<file path="src/rtl/addsub_share_scheduler.sv">
// Round-robin scheduler that time-shares one external add/subtract unit between NREQ requesters.
// One operation is in flight at a time: accept in IDLE, one execute cycle, then hold the tagged result.
//
// state | meaning
// ------+---------------------------------------------------------------
// IDLE  | waiting for any req_valid; grants one requester combinationally
// EXEC  | operands on dp_*, shared unit settling; result captured at edge
// RESP  | rsp_valid high, result and id held until rsp_ready
module addsub_share_scheduler #(
    parameter int WIDTH = 32,
    parameter int NREQ  = 4,
    parameter int IDW   = 2
) (
    input  logic                  clk,
    input  logic                  rst,
    input  logic [NREQ-1:0]       req_valid,
    output logic [NREQ-1:0]       req_ready,
    input  logic [NREQ*WIDTH-1:0] req_a,
    input  logic [NREQ*WIDTH-1:0] req_b,
    input  logic [NREQ-1:0]       req_sub,
    output logic [WIDTH-1:0]      dp_a,
    output logic [WIDTH-1:0]      dp_b,
    output logic                  dp_sub,
    input  logic [WIDTH-1:0]      dp_result,
    output logic                  rsp_valid,
    input  logic                  rsp_ready,
    output logic [IDW-1:0]        rsp_id,
    output logic [WIDTH-1:0]      rsp_data,
    output logic                  busy
);

    localparam logic [1:0] ST_IDLE = 2'd0;
    localparam logic [1:0] ST_EXEC = 2'd1;
    localparam logic [1:0] ST_RESP = 2'd2;

    logic [1:0]     state;
    logic [IDW-1:0] rr_ptr;
    logic [IDW-1:0] gnt_id;
    logic           gnt_any;
    logic [IDW-1:0] ptr_next;

    // Circular search starting at rr_ptr; first valid requester wins.
    always_comb begin
        int idx;
        gnt_any = 1'b0;
        gnt_id  = '0;
        idx     = 0;
        for (int k = 0; k < NREQ; k++) begin
            idx = int'(rr_ptr) + k;
            if (idx >= NREQ) idx = idx - NREQ;
            if (!gnt_any && req_valid[idx]) begin
                gnt_any = 1'b1;
                gnt_id  = idx[IDW-1:0];
            end
        end
    end

    assign ptr_next = (gnt_id == IDW'(NREQ - 1)) ? '0 : gnt_id + 1'b1;

    // Gated by rst so the accept strobe drops the instant reset is asserted.
    always_comb begin
        req_ready = '0;
        if (!rst && state == ST_IDLE && gnt_any) req_ready[gnt_id] = 1'b1;
    end

    assign busy = (state != ST_IDLE);

    always_ff @(posedge clk or posedge rst) begin
        if (rst) begin
            state     <= ST_IDLE;
            rr_ptr    <= '0;
            dp_a      <= '0;
            dp_b      <= '0;
            dp_sub    <= 1'b0;
            rsp_id    <= '0;
            rsp_data  <= '0;
            rsp_valid <= 1'b0;
        end else begin
            case (state)
                ST_IDLE: begin
                    if (gnt_any) begin
                        dp_a   <= req_a[int'(gnt_id)*WIDTH +: WIDTH];
                        dp_b   <= req_b[int'(gnt_id)*WIDTH +: WIDTH];
                        dp_sub <= req_sub[gnt_id];
                        rsp_id <= gnt_id;
                        rr_ptr <= ptr_next;
                        state  <= ST_EXEC;
                    end
                end
                ST_EXEC: begin
                    rsp_data  <= dp_result;
                    rsp_valid <= 1'b1;
                    state     <= ST_RESP;
                end
                ST_RESP: begin
                    if (rsp_ready) begin
                        rsp_valid <= 1'b0;
                        state     <= ST_IDLE;
                    end
                end
                default: state <= ST_IDLE;
            endcase
        end
    end

endmodule

</file>
<file path="config.mk">
export PLATFORM = sky130hd
export DESIGN_NAME = addsub_share_scheduler
export DESIGN_NICKNAME = d
export VERILOG_FILES = /design/src/rtl/addsub_share_scheduler.sv
export SDC_FILE = /design/constraint.sdc
export NUM_CORES = 1
export LEC_CHECK = 0
export BUFFER_PORTS_ARGS = -buffer_cell sky130_fd_sc_hd__buf_2
export CORE_AREA = 2 2 159 161
export CTS_CLUSTER_DIAMETER = 100
export DETAILED_ROUTE_END_ITERATION = 7
export DIE_AREA = 0 0 161 163
export HOLD_SLACK_MARGIN = 0.02
export PLACE_DENSITY = 0.6
export RECOVER_POWER = 100
export SKIP_CTS_REPAIR_TIMING = 1
export SYNTH_ARGS = -nofsm -noshare
export SYNTH_HDL_FRONTEND = slang
export SYNTH_SLANG_ARGS = --single-unit
</file>
<file path="constraint.sdc">
create_clock -name clk -period 9.1 [get_ports clk]
set_input_delay 1.82 -clock clk [delete_from_list [all_inputs] [get_ports clk]]
set_output_delay 1.82 -clock clk [all_outputs]
set_load 0.01 [all_outputs]
</file>
==> flow_summary.ini <==
[min_path]
hold_class = register to register

[setup_path]
critPathSlowestCell = clkbuf_1
crit_type = input port to register
r2r_slack_ns = 3.53
critPathBufInv = 5
crit_path_frequent_cell = buf_4
end_kind = register
crit_required_ns = 9.37
critPathArrivalTime_ns = 6.85
critPathMaxStageDelay_ns = 1.57
startpoint_type = input port
crit_chain = buf_2 -> nor3_1 -> a21o_2 -> buf_4 -> inv_1 -> clkbuf_1 -> nand2_2 -> buf_4 -> o22ai_1
crit_family = buffers and inverters
cp_max_fo = 70

[die]
row_count = 58
die_w_um = 161
ios = 404
fp.dieH_um = 163
core_sq_um = 24670
dieArea_sq_um = 26240
initial_utilization_pct = 21.59

[cells_and_area]
synthToLayoutAreaGrowth_pct = 46.27
stdcell_count = 1201
nFillCells = 2674
drive_gt1_share_pct = 41.10
antenna_cells = 0
postLayoutCellArea_sq_um = 7792
final_nets = 1167

[logic_synthesis]
yosysSeqAreaShare_pct = 48.85
synth.cell_area_sq_um = 5328
synth_nets = 793
yosysTopAreaCell = dfrtp_1
synth_edf_count = 0
yosysWarningCount = 0
synthCells = 492
synth-seq-cells = 104
synth_cell_types = 26
avgSynthCellArea_sq_um = 10.83
synthTopCellsByArea = dfrtp_1 (49%), mux2i_1 (12%), a221oi_1 (11%), o22ai_1 (7.6%), mux2_2 (6.8%)
ys_dominant_reg_cell = dfrtp_1
synth_top_area_share_pct = 48.85
async_flop_share_pct = 100.0

[global_routing]
grt_max_degree = 71
grt_pass1_vias = 5531
grt_antenna_before_repair = 0
overflow = 0
grt_first_pass_wirelength_um = 30040
track_usage_pct = 14.59

[placed_design]
place_inst = 1185
post-dp-hpwl_um = 14600
gp_congestion = 0.7750
portBuffers = 403
place_area_sq_um = 7624

[timing]
timing.final.crit_share_pct = 72.39
rsz0062_at_grt = no
slew_headroom_pct = -118.3
max_freq_mhz = 151.8
setup_viol = 0
drv_slew = 156
finClkSkew_ns = 0.01092
tns_ns = 0
fin_crit_ns = 6.588
worstMarginPinSlew_ns = 3.275
hold_viol_final = 0

[clock_network]
cts.path.max_buffers = 2
numCtsBuffers = 9
cts_root_buf = clkbuf_16
cts_max_level = 3
cts_tree = yes
cts_num_sinks = 104
clkSlewWorstSetupHoldPaths_ns = 0.08
clk_latency_ns = 0.35

[run_status]
violations = capacitance limit, slew limit
status = complete, but fails checks

[power_and_ir_drop]
ir_drop_mv = 0.1550
p_leak_nw = 3.639
p_per_area_nw_per_um2 = 334.0
power.total_mw = 2.603

[routing]
vias = 5533
wl_per_cell_um = 16.36
dr.pass1.iters = 6
ant_nets = 0
wl_um = 19650
drt_iter0_markers = 223
drc = 0
via_per_inst = 4.607

[flow_run]
drv_cap = 3
==> cells in the mapped netlist (3+ instances only) <==
cell	number
mux2i_1	66
buf_2	19
nor2_1	69
o21ai_0	3
nand2_1	9
clkbuf_1	24
inv_1	5
buf_4	3
dfrtp_1	104
o22ai_1	65
a21oi_1	5
mux2_2	32
buf_1	3
and3_1	4
a221oi_1	65
==> kinds of logic (layout without fill, tap and decap cells) <==
| kind of cell | count (synthesis) | count (layout) | share of synthesized area [%] |
|---|---|---|---|
| adders and majority gates | 2 | 2 | 0.4696 |
| muxes | 98 | 98 | 19.16 |
| and+or+nand+nor | 89 | 89 | 6.810 |
| DFF | 104 | 104 | 48.85 |
| AOI/OAI and AO/OA | 145 | 145 | 20.24 |
| buffers and inverters | 54 | 433 | 4.462 |
==> worst register-to-register path: stages (launching register included) <==
cell and delay (ns):
dfrtp_1 0.42, or2_2 0.30, a21o_2 0.19, buf_4 0.35, inv_1 0.88, clkbuf_1 1.58, nand2_2 1.02, buf_4 0.55
o22ai_1 0.20
==> metal layers <==
| layer | share of wire (%) | vias up | GRT usage, % |
|---|---|---|---|
| met4 | 2.3 | 0 | 5.925 |
| li1 | - | 2645 | - |
| met3 | 6.5 | 24 | 2.597 |
| met5 | 0 | - | 0 |
| met2 | 51 | 267 | 25.58 |
| met1 | 40 | 2597 | 17.72 |
==> placed cells by master, fill, tap and decap left out, types with 2 or more instances in the layout <==
cell       synthesis  layout
buf_4              3       7
a21oi_1            5       5
ha_1               2       2
inv_1              5       4
nor3b_1            2       2
or2_2              2       2
a221oi_1          65      65
inv_8              0       3
dfrtp_1          104     104
mux2_2            32      32
and3_1             4       4
buf_2             19     294
o21ai_0            3       3
clkbuf_16          0       9
o22ai_1           65      65
clkbuf_1          24     111
nor2_1            69      69
nand2_1            9       8
clkinv_4           0       2
mux2i_1           66      66
==> registers in the layout (all words and copies together) (netlist names) <==
signal,cells
dp_b,32
state,2
rr_ptr,2
rsp_valid,1
dp_a,32
rsp_id,2
rsp_data,32
dp_sub,1
==> power by group <==
group          total [mW]  internal, mW  leakage, nW  switching (mW)
Combinational        1.34         0.557         2.29           0.785
Clock               0.417         0.221        0.152           0.196
Sequential          0.843         0.710         1.19           0.133
Total                2.60          1.49         3.64            1.11
==> path summary, 6_finish.rpt <==
kind / from / to / cells after the start
max: req_valid[2] / dp_a[30] / 9
min: rsp_id[1] / rsp_id[1] / 2
max reg2reg: state[1] / dp_a[30] / 8
min reg2reg: rsp_id[1] / rsp_id[1] / 2
max in group asynchronous: rst / dp_b[6] / 3
min in group asynchronous: rst / rsp_data[6] / 2
==> layout make-up <==
cell class                      instances  area [sq um]  area share [%]
Sequential cell                       104          2603           33.40
Multi-Input combinational cell        334          2502           32.11
Inverter                                5         20.02          0.2569
Clock inverter                          7         88.84           1.140
Tap cell                              330         412.9           5.299
Timing Repair Buffer                  412          1941           24.90
Clock buffer                            9         225.2           2.890
==> metrics by stage <==
step	util, %	setup slack (ns)	hold WS, ns
6_report	31.58	2.512	0.4807
3_3_place_gp	30.90	3.369	0.4588
2_1_floorplan	-	2.795	0.4672
5_1_grt	31.58	1.732	0.5085
4_1_cts	32.17	3.311	0.4800
3_5_place_dp	30.90	3.316	0.4596
No activity file was read; power rests on OpenSTA's default activity.
